**config.mk**
```make
export PLATFORM = sky130hd
export DESIGN_NAME = mem_port_arbiter_flat
export DESIGN_NICKNAME = d
export VERILOG_FILES = /design/src/rtl/mem_port_arbiter_if.sv /design/src/rtl/mem_port_arbiter.sv /design/src/flat_wrapper.sv
export SDC_FILE = /design/constraint.sdc
export NUM_CORES = 1
export LEC_CHECK = 0
export BUFFER_PORTS_ARGS = -buffer_cell sky130_fd_sc_hd__buf_2
export CAP_MARGIN = 20
export CORE_UTILIZATION = 30
export CTS_CLUSTER_SIZE = 25
export DETAILED_ROUTE_END_ITERATION = 7
export SETUP_SLACK_MARGIN = 0.2
export SYNTH_ARGS = -nofsm -noshare
export SYNTH_HDL_FRONTEND = slang
export SYNTH_SLANG_ARGS = --single-unit
```
**constraint.sdc**
```tcl
create_clock -name clk -period 4.8 [get_ports clk]
set_input_delay 0.96 -clock clk [delete_from_list [all_inputs] [get_ports clk]]
set_output_delay 0.96 -clock clk [all_outputs]
set_load 0.005 [all_outputs]
```
**src/rtl/mem_port_arbiter_if.sv**
```systemverilog
// mem_port_arbiter_if: requester and memory handshake signals
// master = arbiter side, slave = requesters plus memory side
interface mem_port_arbiter_if #(
    parameter int ADDR_W = 32,
    parameter int DATA_W = 32
);
    logic              ifu_req_valid;
    logic              ifu_req_ready;
    logic [ADDR_W-1:0] ifu_addr;
    logic              ifu_resp_valid;
    logic [DATA_W-1:0] ifu_rdata;

    logic                lsu_req_valid;
    logic                lsu_req_ready;
    logic [ADDR_W-1:0]   lsu_addr;
    logic                lsu_wen;
    logic [DATA_W-1:0]   lsu_wdata;
    logic [DATA_W/8-1:0] lsu_wmask;
    logic                lsu_resp_valid;
    logic [DATA_W-1:0]   lsu_rdata;

    logic                mem_req_valid;
    logic                mem_req_ready;
    logic [ADDR_W-1:0]   mem_addr;
    logic                mem_wen;
    logic [DATA_W-1:0]   mem_wdata;
    logic [DATA_W/8-1:0] mem_wmask;
    logic                mem_resp_valid;
    logic [DATA_W-1:0]   mem_rdata;

    modport master (
        input  ifu_req_valid, ifu_addr,
        output ifu_req_ready, ifu_resp_valid, ifu_rdata,
        input  lsu_req_valid, lsu_addr, lsu_wen,
        input  lsu_wdata, lsu_wmask,
        output lsu_req_ready, lsu_resp_valid, lsu_rdata,
        output mem_req_valid, mem_addr, mem_wen,
        output mem_wdata, mem_wmask,
        input  mem_req_ready, mem_resp_valid, mem_rdata
    );

    modport slave (
        output ifu_req_valid, ifu_addr,
        input  ifu_req_ready, ifu_resp_valid, ifu_rdata,
        output lsu_req_valid, lsu_addr, lsu_wen,
        output lsu_wdata, lsu_wmask,
        input  lsu_req_ready, lsu_resp_valid, lsu_rdata,
        input  mem_req_valid, mem_addr, mem_wen,
        input  mem_wdata, mem_wmask,
        output mem_req_ready, mem_resp_valid, mem_rdata
    );
endinterface

```
**src/rtl/mem_port_arbiter.sv**
```systemverilog
// mem_port_arbiter: IFU/LSU share one memory port, one txn in flight
// Optional watchdog: define MEM_ARB_TIMEOUT_EN (adds timeout_err)
module mem_port_arbiter #(
    parameter int ADDR_W       = 32,
    parameter int DATA_W       = 32,
    parameter int STARVE_LIMIT = 4
`ifdef MEM_ARB_TIMEOUT_EN
    ,
    parameter int TIMEOUT_CYCLES = 255
`endif
) (
    input  logic clk,
    input  logic reset,
    mem_port_arbiter_if.master bus,
`ifdef MEM_ARB_TIMEOUT_EN
    output logic timeout_err,
`endif
    output logic busy
);
    localparam int MW = DATA_W / 8;
    localparam int SC_W =
        (STARVE_LIMIT < 1) ? 1 : $clog2(STARVE_LIMIT + 1);
    localparam logic [SC_W-1:0] SL = SC_W'(STARVE_LIMIT);

    typedef enum logic [1:0] {
        IDLE,
        ISSUE,
        WAIT
    } state_t;

    state_t            state_q, state_d;
    logic [SC_W-1:0]   starve_q, starve_d;
    logic              own_q, own_d;
    logic [ADDR_W-1:0] addr_q, addr_d;
    logic              wen_q, wen_d;
    logic [DATA_W-1:0] wdata_q, wdata_d;
    logic [MW-1:0]     wmask_q, wmask_d;

`ifdef MEM_ARB_TIMEOUT_EN
    localparam int TO_W = $clog2(TIMEOUT_CYCLES + 1);
    localparam logic [TO_W-1:0] TMO = TO_W'(TIMEOUT_CYCLES);
    logic [TO_W-1:0] wdog_q, wdog_d;
    logic            terr_q, terr_d;
    assign timeout_err = terr_q;
`endif

    logic ifu_win;
    logic lsu_win;
    logic starved;

    // IFU wins only when alone or when the LSU has starved it
    assign starved = (STARVE_LIMIT != 0) && (starve_q == SL);
    assign ifu_win = reset && bus.ifu_req_valid &&
                     (!bus.lsu_req_valid || starved);
    assign lsu_win = reset && bus.lsu_req_valid && !ifu_win;

    assign busy      = (state_q != IDLE);
    assign bus.mem_addr  = addr_q;
    assign bus.mem_wen   = wen_q;
    assign bus.mem_wdata = wdata_q;
    assign bus.mem_wmask = wmask_q;

    // state and latched request register
    always_ff @(posedge clk or negedge reset) begin
        if (!reset) begin
            state_q  <= IDLE;
            starve_q <= '0;
            own_q    <= 1'b0;
            addr_q   <= '0;
            wen_q    <= 1'b0;
            wdata_q  <= '0;
            wmask_q  <= '0;
`ifdef MEM_ARB_TIMEOUT_EN
            wdog_q   <= '0;
            terr_q   <= 1'b0;
`endif
        end else begin
            state_q  <= state_d;
            starve_q <= starve_d;
            own_q    <= own_d;
            addr_q   <= addr_d;
            wen_q    <= wen_d;
            wdata_q  <= wdata_d;
            wmask_q  <= wmask_d;
`ifdef MEM_ARB_TIMEOUT_EN
            wdog_q   <= wdog_d;
            terr_q   <= terr_d;
`endif
        end
    end

    // arbitration, next state and handshake outputs
    always_comb begin
        state_d  = state_q;
        starve_d = starve_q;
        own_d    = own_q;
        addr_d   = addr_q;
        wen_d    = wen_q;
        wdata_d  = wdata_q;
        wmask_d  = wmask_q;
        bus.ifu_req_ready  = 1'b0;
        bus.lsu_req_ready  = 1'b0;
        bus.ifu_resp_valid = 1'b0;
        bus.lsu_resp_valid = 1'b0;
        bus.ifu_rdata      = '0;
        bus.lsu_rdata      = '0;
        bus.mem_req_valid  = 1'b0;
`ifdef MEM_ARB_TIMEOUT_EN
        wdog_d = wdog_q;
        terr_d = terr_q;
`endif
        unique case (state_q)
            IDLE: begin
                unique case (1'b1)
                    ifu_win: begin
                        bus.ifu_req_ready = 1'b1;
                        starve_d = '0;
                        own_d    = 1'b0;
                        addr_d   = bus.ifu_addr;
                        wen_d    = 1'b0;
                        wdata_d  = '0;
                        wmask_d  = '0;
                        state_d  = ISSUE;
                    end
                    lsu_win: begin
                        bus.lsu_req_ready = 1'b1;
                        if (bus.ifu_req_valid && starve_q != SL)
                            starve_d = starve_q + 1'b1;
                        own_d   = 1'b1;
                        addr_d  = bus.lsu_addr;
                        wen_d   = bus.lsu_wen;
                        wdata_d = bus.lsu_wdata;
                        wmask_d = bus.lsu_wen ?
                                  bus.lsu_wmask : '0;
                        state_d = ISSUE;
                    end
                    default: ;
                endcase
`ifdef MEM_ARB_TIMEOUT_EN
                if (state_d == ISSUE)
                    wdog_d = '0;
`endif
            end
            ISSUE: begin
                bus.mem_req_valid = 1'b1;
                if (bus.mem_req_ready)
                    state_d = WAIT;
            end
            WAIT: begin
                if (bus.mem_resp_valid) begin
                    if (own_q) begin
                        bus.lsu_resp_valid = 1'b1;
                        bus.lsu_rdata = wen_q ?
                                        '0 : bus.mem_rdata;
                    end else begin
                        bus.ifu_resp_valid = 1'b1;
                        bus.ifu_rdata = bus.mem_rdata;
                    end
                    state_d = IDLE;
                end
            end
            default: state_d = IDLE;
        endcase
`ifdef MEM_ARB_TIMEOUT_EN
        // watchdog aborts the txn with a poisoned response
        if (state_q != IDLE) begin
            wdog_d = wdog_q + 1'b1;
            if (wdog_q == TMO) begin
                bus.mem_req_valid  = 1'b0;
                bus.ifu_resp_valid = !own_q;
                bus.lsu_resp_valid = own_q;
                bus.ifu_rdata = own_q ?
                    '0 : DATA_W'(32'hDEADBEEF);
                bus.lsu_rdata = own_q ?
                    DATA_W'(32'hDEADBEEF) : '0;
                terr_d  = 1'b1;
                state_d = IDLE;
            end
        end
`endif
    end
endmodule

```
**src/flat_wrapper.sv**
```systemverilog
// flat-port wrapper written by rule: the top's interface ports become plain ports
module mem_port_arbiter_flat 
#(
    parameter int ADDR_W       = 32,
    parameter int DATA_W       = 32,
    parameter int STARVE_LIMIT = 4

)
  (clk, reset, busy, bus_ifu_req_valid, bus_ifu_addr, bus_ifu_req_ready, bus_ifu_resp_valid, bus_ifu_rdata, bus_lsu_req_valid, bus_lsu_addr, bus_lsu_wen, bus_lsu_wdata, bus_lsu_wmask, bus_lsu_req_ready, bus_lsu_resp_valid, bus_lsu_rdata, bus_mem_req_valid, bus_mem_addr, bus_mem_wen, bus_mem_wdata, bus_mem_wmask, bus_mem_req_ready, bus_mem_resp_valid, bus_mem_rdata);
  mem_port_arbiter_if #(.ADDR_W(ADDR_W), .DATA_W(DATA_W)) bus_i ();
  input  logic clk;
  input  logic reset;
  output logic busy;
  input wire logic [$bits(bus_i.ifu_req_valid)-1:0] bus_ifu_req_valid;
  input wire logic [$bits(bus_i.ifu_addr)-1:0] bus_ifu_addr;
  output wire logic [$bits(bus_i.ifu_req_ready)-1:0] bus_ifu_req_ready;
  output wire logic [$bits(bus_i.ifu_resp_valid)-1:0] bus_ifu_resp_valid;
  output wire logic [$bits(bus_i.ifu_rdata)-1:0] bus_ifu_rdata;
  input wire logic [$bits(bus_i.lsu_req_valid)-1:0] bus_lsu_req_valid;
  input wire logic [$bits(bus_i.lsu_addr)-1:0] bus_lsu_addr;
  input wire logic [$bits(bus_i.lsu_wen)-1:0] bus_lsu_wen;
  input wire logic [$bits(bus_i.lsu_wdata)-1:0] bus_lsu_wdata;
  input wire logic [$bits(bus_i.lsu_wmask)-1:0] bus_lsu_wmask;
  output wire logic [$bits(bus_i.lsu_req_ready)-1:0] bus_lsu_req_ready;
  output wire logic [$bits(bus_i.lsu_resp_valid)-1:0] bus_lsu_resp_valid;
  output wire logic [$bits(bus_i.lsu_rdata)-1:0] bus_lsu_rdata;
  output wire logic [$bits(bus_i.mem_req_valid)-1:0] bus_mem_req_valid;
  output wire logic [$bits(bus_i.mem_addr)-1:0] bus_mem_addr;
  output wire logic [$bits(bus_i.mem_wen)-1:0] bus_mem_wen;
  output wire logic [$bits(bus_i.mem_wdata)-1:0] bus_mem_wdata;
  output wire logic [$bits(bus_i.mem_wmask)-1:0] bus_mem_wmask;
  input wire logic [$bits(bus_i.mem_req_ready)-1:0] bus_mem_req_ready;
  input wire logic [$bits(bus_i.mem_resp_valid)-1:0] bus_mem_resp_valid;
  input wire logic [$bits(bus_i.mem_rdata)-1:0] bus_mem_rdata;
  assign bus_i.ifu_req_valid = bus_ifu_req_valid;
  assign bus_i.ifu_addr = bus_ifu_addr;
  assign bus_ifu_req_ready = bus_i.ifu_req_ready;
  assign bus_ifu_resp_valid = bus_i.ifu_resp_valid;
  assign bus_ifu_rdata = bus_i.ifu_rdata;
  assign bus_i.lsu_req_valid = bus_lsu_req_valid;
  assign bus_i.lsu_addr = bus_lsu_addr;
  assign bus_i.lsu_wen = bus_lsu_wen;
  assign bus_i.lsu_wdata = bus_lsu_wdata;
  assign bus_i.lsu_wmask = bus_lsu_wmask;
  assign bus_lsu_req_ready = bus_i.lsu_req_ready;
  assign bus_lsu_resp_valid = bus_i.lsu_resp_valid;
  assign bus_lsu_rdata = bus_i.lsu_rdata;
  assign bus_mem_req_valid = bus_i.mem_req_valid;
  assign bus_mem_addr = bus_i.mem_addr;
  assign bus_mem_wen = bus_i.mem_wen;
  assign bus_mem_wdata = bus_i.mem_wdata;
  assign bus_mem_wmask = bus_i.mem_wmask;
  assign bus_i.mem_req_ready = bus_mem_req_ready;
  assign bus_i.mem_resp_valid = bus_mem_resp_valid;
  assign bus_i.mem_rdata = bus_mem_rdata;
  mem_port_arbiter #(.ADDR_W(ADDR_W), .DATA_W(DATA_W), .STARVE_LIMIT(STARVE_LIMIT)) u_core (.clk(clk), .reset(reset), .bus(bus_i), .busy(busy));
endmodule
```
==> flow_summary.ini, run 1 <==
[global_route]
grt_pass1_vias = 3871
grt.met3_usage = 0.0493
track_usage = 0.181
grt_max_degree = 65
grtUsageMet1 = 0.248
top_usage_layer = met2
antenna_found_initial = 0
gr-total-overflow = 0
met2_usage = 0.278
grt_pass1_wl_um = 20600

[yosys]
yosysTopAreaCell = dfrtp_1
yosys-top-cells-area = dfrtp_1 44%, a31oi_4 15%, and2_1 9.4%
ys_ff_latch = 75
synth-async-reset-ratio = 1.00
ys_top_cells_by_count = 75 x dfrtp_1, 64 x and2_1, 35 x a22o_1
synthAdderAreaFrac = 0.00585
synth_nets = 521
synth_xor_area_frac = 0
synth.mux.area_fraction = 0.00263
yosysMostFrequentCell = dfrtp_1
synth-edff-count = 0
synthSimpleGateAreaFrac = 0.175
synth_cells = 380
synth.cell_area_um2 = 4270
postSynthAreaPerCell_um2 = 11.2
yosysTopAreaCellShare = 0.439
yosysWarnings = 0
synth_compound_area_frac = 0.314
synth_flop_cell = dfrtp_1
yosysSeqAreaShare = 0.439
synth_top_family_by_area = compound AO/OA/AOI/OAI gates
synthDistinctLibCells = 34

[sta]
worst_pin_slew_ns = 0.866
maxSlewHeadroom = 0.423
clock_skew_ns = 0.00415
drv_slew = 0
worst_slack_ns = 1.48
rsz0062_at_grt = false
period_share = 0.692
max_freq_mhz = 301
setup_viol = 0
hold_violations = 0
period_needed_ns = 3.32
finalSetupTns_ns = 0

[cells_and_area]
insertedDiodeCount = 0
final_nets = 775
drive_gt1_frac = 0.527
final_cell_area_um2 = 6020
final_cells = 819
area_growth_pct = 40.9

[placement]
dp_hpwl_um = 9800
placed_area_um2 = 5720
place_ws_ns = 1.43
dpl.cell_count = 803
port_buffers = 277
gp_congestion = 0.886

[pwr]
p_total_mw = 3.05
ir_drop_mv = 0.191
p_leak_nw = 3.00
p_per_area_nw_per_um2 = 506

[setup_path]
cpPeakStageDelay_ns = 0.31
cp.arrival_ns = 2.36
crit_slowest_cell = buf_2
path_class = primary input to output port
crit_buf_inv = 4
worstPathRequired_ns = 3.84
path_cells = buf_2 > buf_4 > nand2_1 > buf_4 > nor3_4 > buf_2
critPathMaxFanout = 34
startpoint_type = primary input
endpoint_kind = output port
crit_family = buffers and inverters

[routing]
via_count = 4091
wl_um = 13600
vias_per_cell = 5.00
drt-pass1-iter-count = 4
drc = 0
antenna_left = 0
drtIter0Drc = 234
wl_per_cell_um = 16.6

[clock_tree]
ctsRootBufferMaster = clkbuf_16
tritoncts = done
cts_resized = 0
cts_buffers = 9
clockBufferDepth = 2
clk_pin_slew_ns = 0.06
holdBufCountCts = 0
clkLatencyLatePin_ns = 0.33
clock_sinks = 75
htreeDepth = 3
cts_post_setup_buffers_inserted = 0

[die]
start_util = 0.308
rows = 43
die_w_um = 121
ios = 278
dieArea_um2 = 14700
core_um2 = 13900
fp.dieH_um = 121

[outcome]
status = finished, final reports clean

[hold_path]
min_path_type = flop to flop

[job]
maxCapViolations = 0
## sequential cells by signal, summed over array words and instances (netlist names)
name and flops:
u_core.bus.mem_addr 32, u_core.bus.mem_wdata 32, u_core.bus.mem_wmask 4, u_core.starve_q 3, u_core.state_q 2, u_core.bus.mem_wen 1, u_core.own_q 1
## final cells by class
| cell class | count | area [µm²] |
|---|---|---|
| fill | 1364 | 7860 |
| tap | 180 | 225 |
| inverter | 3 | 11.3 |
| clock buffer | 10 | 229 |
| timing repair buffer | 286 | 1480 |
| clock inverter | 6 | 63.8 |
| multi-input combinational | 259 | 2140 |
| sequential | 75 | 1880 |
## layout by cell type, fill, tap and decap left out, types with 2 or more instances in the layout
cell,n
clkbuf_16,9
a32o_1,4
dfrtp_1,75
buf_2,276
a31oi_1,2
buf_4,9
clkinv_2,2
inv_1,3
ha_1,2
nor3_1,3
a21oi_1,33
nand2_1,5
a31oi_4,30
and2_1,64
o21ai_0,32
or2_1,2
a22o_1,35
clkinvlp_4,2
nand4_1,32
## worst register-to-register path, delay by kind of cell, from the launching register on
kind            cells  cell delay, ns
compound gates      1            0.22
simple gates        2            0.73
flops               1            0.45
buf+inv             2            0.73
## final timing paths
kind                                                     startpoint                                   to  slack (ns)  cells after the start
worst max-delay path                              bus_lsu_req_valid                    bus_lsu_req_ready        1.48                      6
worst min-delay path            u_core.bus.mem_wmask[3]$_DFFE_PN0P_  u_core.bus.mem_wmask[3]$_DFFE_PN0P_        0.48                      1
worst max register to register        u_core.state_q[1]$_DFFE_PN0P_  u_core.bus.mem_wmask[2]$_DFFE_PN0P_        2.55                      5
worst min register to register  u_core.bus.mem_wmask[3]$_DFFE_PN0P_  u_core.bus.mem_wmask[3]$_DFFE_PN0P_        0.48                      1
max in group asynchronous                                     reset   u_core.bus.mem_addr[8]$_DFFE_PN0P_        3.01                      2
min in group asynchronous                                     reset  u_core.bus.mem_wdata[5]$_DFFE_PN0P_        0.62                      1
## per-layer routing
metal	wire, µm	vias to the layer above
li1	-	1912
met1	5980	1975
met2	6400	194
met3	1070	10
met4	153	0
met5	0	-
## stage by stage
step           hold slack (ns)  utilization
2_1_floorplan            0.457            -
3_3_place_gp             0.469        0.410
3_5_place_dp             0.476        0.412
4_1_cts                  0.491        0.433
5_1_grt                  0.502        0.434
6_report                 0.483        0.434
## report_power, final
group,switching (mW),internal [mW],total [mW]
Sequential,0.183,0.934,1.12
Clock,0.270,0.403,0.673
Combinational,0.624,0.633,1.26
## kinds of logic (layout without fill, tap and decap cells)
group,Yosys count,count (layout)
compound gates,139,139
simple gates,117,117
flops,75,75
buf+inv,46,305
mux,1,1
fa+ha+maj,2,2
Power figures use the tool's default switching activity.
==> run 2, diff against run 1 <==
==> constraint.sdc (replaced) <==
create_clock -name clk -period 2.75 [get_ports clk]
set_input_delay 0.55 -clock clk [delete_from_list [all_inputs] [get_ports clk]]
set_output_delay 0.55 -clock clk [all_outputs]
set_load 0.005 [all_outputs]
==> flow_summary.ini, run 2 (synthesis gave the netlist of run 1 again) <==
[routing]
drtIter0Drc = 194
wl_um = 13200
drc = 0
antenna_left = 0
vias_per_cell = 4.88
wl_per_cell_um = 16.0
drt-pass1-iter-count = 4
via_count = 4013

[global_route]
gr-total-overflow = 0
antenna_found_initial = 0
grt_max_degree = 58
grt_pass1_vias = 3692
grt_pass1_wl_um = 20100
track_usage = 0.177

[setup_path]
crit_slowest_cell = and4bb_2
cp.arrival_ns = 1.82
critPathMaxFanout = 33
startpoint_type = flop
setup.worst_path.end = bus_ifu_rdata[18]
path_class = flop to output port
worstSetupStartpoint = u_core.state_q[0]$_DFFE_PN0P_
ff2ff_setup_slack_ns = 0.96
path_cells = and4bb_2 > and2_1 > buf_2
rr_worst_depth = 6
cpPeakStageDelay_ns = 0.64
crit_buf_inv = 1
crit_family = simple AND/OR/NAND/NOR gates
worst_r2r_startpoint = u_core.starve_q[0]$_DFFE_PN0P_
endpoint_kind = output port
crit_cells = 3
r2r_end = u_core.starve_q[0]$_DFFE_PN0P_
worstPathRequired_ns = 2.20

[cells_and_area]
layout_common_cells = 276 x buf_2, 75 x dfrtp_1, 64 x and2_1, 35 x a22o_1, 33 x a21oi_1
final_common_cell = buf_2
area_growth_pct = 42.4
utilization = 0.439
insertedDiodeCount = 0
final_cell_area_um2 = 6090
final_nets = 779
drive_gt1_frac = 0.530

[sta]
setup_viol = 0
rsz0062_at_grt = false
clock_skew_ns = 0.00699
hold_violations = 0
finalSetupTns_ns = 0
period_needed_ns = 2.37
maxSlewHeadroom = 0.573
max_freq_mhz = 423
worst_pin_slew_ns = 0.640
period_share = 0.860
hold_slack_ns = 0.0561
drv_slew = 0

[pwr]
p_leak_nw = 3.04
p_per_area_nw_per_um2 = 901
ir_drop_mv = 0.296

[clock_tree]
cts_post_setup_buffers_inserted = 0
ctsRootBufferMaster = clkbuf_16
cts_buffers = 9
clkLatencyLatePin_ns = 0.34
holdBufCountCts = 0
clock_sinks = 75
clockBufferDepth = 2
tritoncts = done
clk_pin_slew_ns = 0.06
htreeDepth = 3
cts_resized = 1

[placement]
port_buffers = 277
dp_hpwl_um = 9850
gp_congestion = 0.859
placed_area_um2 = 5750

[die]
start_util = 0.308
fp.dieH_um = 121
ios = 278
dieArea_um2 = 14700
core_um2 = 13900
rows = 43
die_w_um = 121

[job]
maxCapViolations = 0

[hold_path]
min_path_type = primary input to asynchronous set/reset pin

[outcome]
status = finished, final reports clean
-- run 2: power by group --
part,internal [mW],switching [mW]
Sequential,1.63,0.313
Clock,0.890,0.471
Combinational,1.11,1.07
-- run 2: worst reg2reg max path: cells and delay by family (launching register included) --
| kind | cells | cell delay, ns |
|---|---|---|
| adder cells (fa/ha/maj) | 1 | 0.20 |
| buffers and inverters | 2 | 0.45 |
| flip-flops | 1 | 0.38 |
| AND/OR/NAND/NOR | 2 | 0.38 |
| multiplexers | 1 | 0.27 |
-- run 2: per-stage QoR --
| stage | power [mW] | setup slack (ns) | std cells |
|---|---|---|---|
| 2_1_floorplan | 3.25 | 0.917 | 380 |
| 3_3_place_gp | 4.12 | 0.536 | 807 |
| 3_5_place_dp | 4.17 | 0.415 | 807 |
| 4_1_cts | 5.56 | 0.388 | 823 |
| 5_1_grt | 5.84 | 0.269 | 823 |
| 6_report | 5.49 | 0.385 | 823 |
-- run 2: layout make-up --
| class | instances | area [µm²] |
|---|---|---|
| Inverter | 3 | 11.3 |
| Sequential cell | 75 | 1880 |
| Multi-Input combinational cell | 259 | 2130 |
| Clock inverter | 6 | 113 |
| Timing Repair Buffer | 290 | 1500 |
| Fill cell | 1353 | 7790 |
| Clock buffer | 10 | 229 |
| Tap cell | 180 | 225 |
-- run 2: worst min-delay path by stage --
stage / start / endpoint / slack [ns] / cells after the start
2_1_floorplan: reset / u_core.bus.mem_addr[0]$_DFFE_PN0P_ / 0.25 / 0
4_1_cts: reset / u_core.bus.mem_wdata[20]$_DFFE_PN0P_ / 0.05 / 1
5_1_grt: reset / u_core.bus.mem_wdata[20]$_DFFE_PN0P_ / 0.05 / 1
3_5_place_dp: reset / u_core.bus.mem_wdata[20]$_DFFE_PN0P_ / 0.42 / 1
3_3_place_gp: reset / u_core.bus.mem_wdata[20]$_DFFE_PN0P_ / 0.42 / 1
6_report: reset / u_core.bus.mem_wdata[20]$_DFFE_PN0P_ / 0.06 / 1
-- run 2: per-layer routing --
metal  wire [µm]  global-route usage  vias up
met5           0                   0        -
met4         124              0.0463        0
met3        1040              0.0498       10
met2        6130               0.271      188
met1        5880               0.241     1884
li1            -                   -     1931
==> run 3, diff against run 2 <==
--- a/config.mk
+++ b/config.mk
@@ -8,6 +8,7 @@
 export BUFFER_PORTS_ARGS = -buffer_cell sky130_fd_sc_hd__buf_2
 export CAP_MARGIN = 20
 export CORE_UTILIZATION = 30
+export CTS_BUF_LIST = sky130_fd_sc_hd__clkbuf_8 sky130_fd_sc_hd__clkbuf_16
 export CTS_CLUSTER_SIZE = 25
 export DETAILED_ROUTE_END_ITERATION = 7
 export SETUP_SLACK_MARGIN = 0.2
==> constraint.sdc (replaced) <==
create_clock -name clk -period 2.75 [get_ports clk]
set_input_delay 0.4125 -clock clk [delete_from_list [all_inputs] [get_ports clk]]
set_output_delay 0.4125 -clock clk [all_outputs]
set_load 0.005 [all_outputs]
==> flow_summary.ini, run 3 (synthesis gave the netlist of run 1 again) <==
[sta]
period_share = 0.847
hold_violations = 0
hold_slack_ns = 0.274
period_needed_ns = 2.33
finalSetupTns_ns = 0
worst_slack_ns = 0.422
drv_slew = 0
clock_skew_ns = 0.0109
worst_pin_slew_ns = 0.764
max_freq_mhz = 429
setup_viol = 0
maxSlewHeadroom = 0.489
rsz0062_at_grt = false

[routing]
drt-pass1-iter-count = 5
wl_um = 13500
wl_per_cell_um = 16.4
drc = 0
vias_per_cell = 5.00
antenna_left = 0
drtIter0Drc = 271
via_count = 4114

[setup_path]
worstPathRequired_ns = 2.34
endpoint_kind = output port
critPathMaxFanout = 10
path_class = primary input to output port
worst_r2r_startpoint = u_core.starve_q[0]$_DFFE_PN0P_
rr_worst_depth = 6
r2r_end = u_core.bus.mem_wmask[2]$_DFFE_PN0P_
cp.arrival_ns = 1.92
crit_slowest_cell = dlygate4sd3_1
path_cells = dlygate4sd3_1 > buf_4 > nand2_1 > nor3_4 > buf_2
ff2ff_setup_slack_ns = 0.82
startpoint_type = primary input
cpPeakStageDelay_ns = 0.53

[hold_path]
hold_path.startpoint = bus_mem_req_ready
min_path_type = primary input to flop
min_to = u_core.state_q[0]$_DFFE_PN0P_
hold_path_depth = 2

[placement]
port_buffers = 277
dpl.cell_count = 806
gp_congestion = 0.836
dp_hpwl_um = 9870
placed_area_um2 = 5740
place_ws_ns = 0.577

[cells_and_area]
layout_common_cells = 276 x buf_2, 75 x dfrtp_1, 64 x and2_1, 35 x a22o_1, 33 x a21oi_1
final_cells = 823
drive_gt1_frac = 0.529
final_cell_area_um2 = 6030
final_nets = 780
final_common_cell = buf_2
area_growth_pct = 41.0
insertedDiodeCount = 0

[die]
rows = 43
dieArea_um2 = 14700
fp.dieH_um = 121
die_w_um = 121
ios = 278
core_um2 = 13900
start_util = 0.308

[global_route]
track_usage = 0.177
antenna_found_initial = 0
grt_pass1_vias = 3814
grt_pass1_wl_um = 20300
gr-total-overflow = 0
grt_max_degree = 58

[pwr]
p_per_area_nw_per_um2 = 860
p_leak_nw = 3.01
ir_drop_mv = 0.317

[clock_tree]
htreeDepth = 3
clkLatencyLatePin_ns = 0.33
clock_sinks = 75
clockBufferDepth = 2
ctsRootBufferMaster = clkbuf_16
cts_buffers = 9
clk_pin_slew_ns = 0.06
tritoncts = done

[job]
maxCapViolations = 0

[outcome]
status = finished, final reports clean
==> run 3: cell types whose count changed in the layout (fill, tap and decap cells not counted), sizes merged <==
| cell | delta |
|---|---|
| dlygate4sd3 | +2 |
| buf | -1 |
| clkinv | +1 |
| clkinvlp | +2 |
| bufinv | -3 |
| inv | -1 |
==> run 3: timing repair <==
| item | in CTS | in global routing |
|---|---|---|
| hold buffers | 2 | 0 |
| hold endpoints to repair | 16 | 0 |
| setup endpoints to repair | 0 | 32 |
| resized for setup | 0 | 1 |
| setup buffers | 0 | 0 |
==> run 3: layer usage <==
| layer | global-route usage | vias up | part of all wire |
|---|---|---|---|
| li1 | - | 1927 | - |
| met3 | 0.0338 | 8 | 0.074 |
| met5 | 0 | - | 0 |
| met2 | 0.281 | 186 | 0.46 |
| met4 | 0.0471 | 0 | 0.0053 |
| met1 | 0.245 | 1993 | 0.46 |
==> run 3: area by class of cell <==
type,count,area [µm²]
fill,1381,7850
multi-input combinational,259,2130
sequential,75,1880
timing repair buffer,291,1510
clock buffer,10,239
tap,180,225
clock inverter,5,30.0
inverter,3,11.3
==> run 3: worst max-delay path by stage <==
stage / start / end / slack, ns
2_1_floorplan: u_core.starve_q[0]$_DFFE_PN0P_ / bus_lsu_req_ready / 1.10
3_3_place_gp: bus_lsu_req_valid / u_core.bus.mem_addr[9]$_DFFE_PN0P_ / 0.63
3_5_place_dp: bus_lsu_req_valid / u_core.bus.mem_addr[5]$_DFFE_PN0P_ / 0.58
4_1_cts: u_core.state_q[0]$_DFFE_PN0P_ / bus_lsu_rdata[12] / 0.22
5_1_grt: reset / bus_lsu_req_ready / 0.33
6_report: reset / bus_lsu_req_ready / 0.42
==> run 3: worst max-delay path: cells and delay by family <==
| kind | cells | cell delay, ns |
|---|---|---|
| buffers and inverters | 3 | 0.93 |
| AND/OR/NAND/NOR | 2 | 0.57 |
==> run 3: metrics by stage <==
step / total power, mW / util
finish: 5.19 / 0.434
global route: 5.54 / 0.434
CTS: 5.25 / 0.434
detailed placement: 4.16 / 0.413
global placement: 4.11 / 0.413
floorplan: 3.25 / -
==> run 3: where the power goes <==
group | switching, mW | leakage (nW) | internal (mW)
clock | 0.438 | 0.130 | 0.625
sequential | 0.317 | 0.908 | 1.63
combinational | 1.07 | 1.97 | 1.10
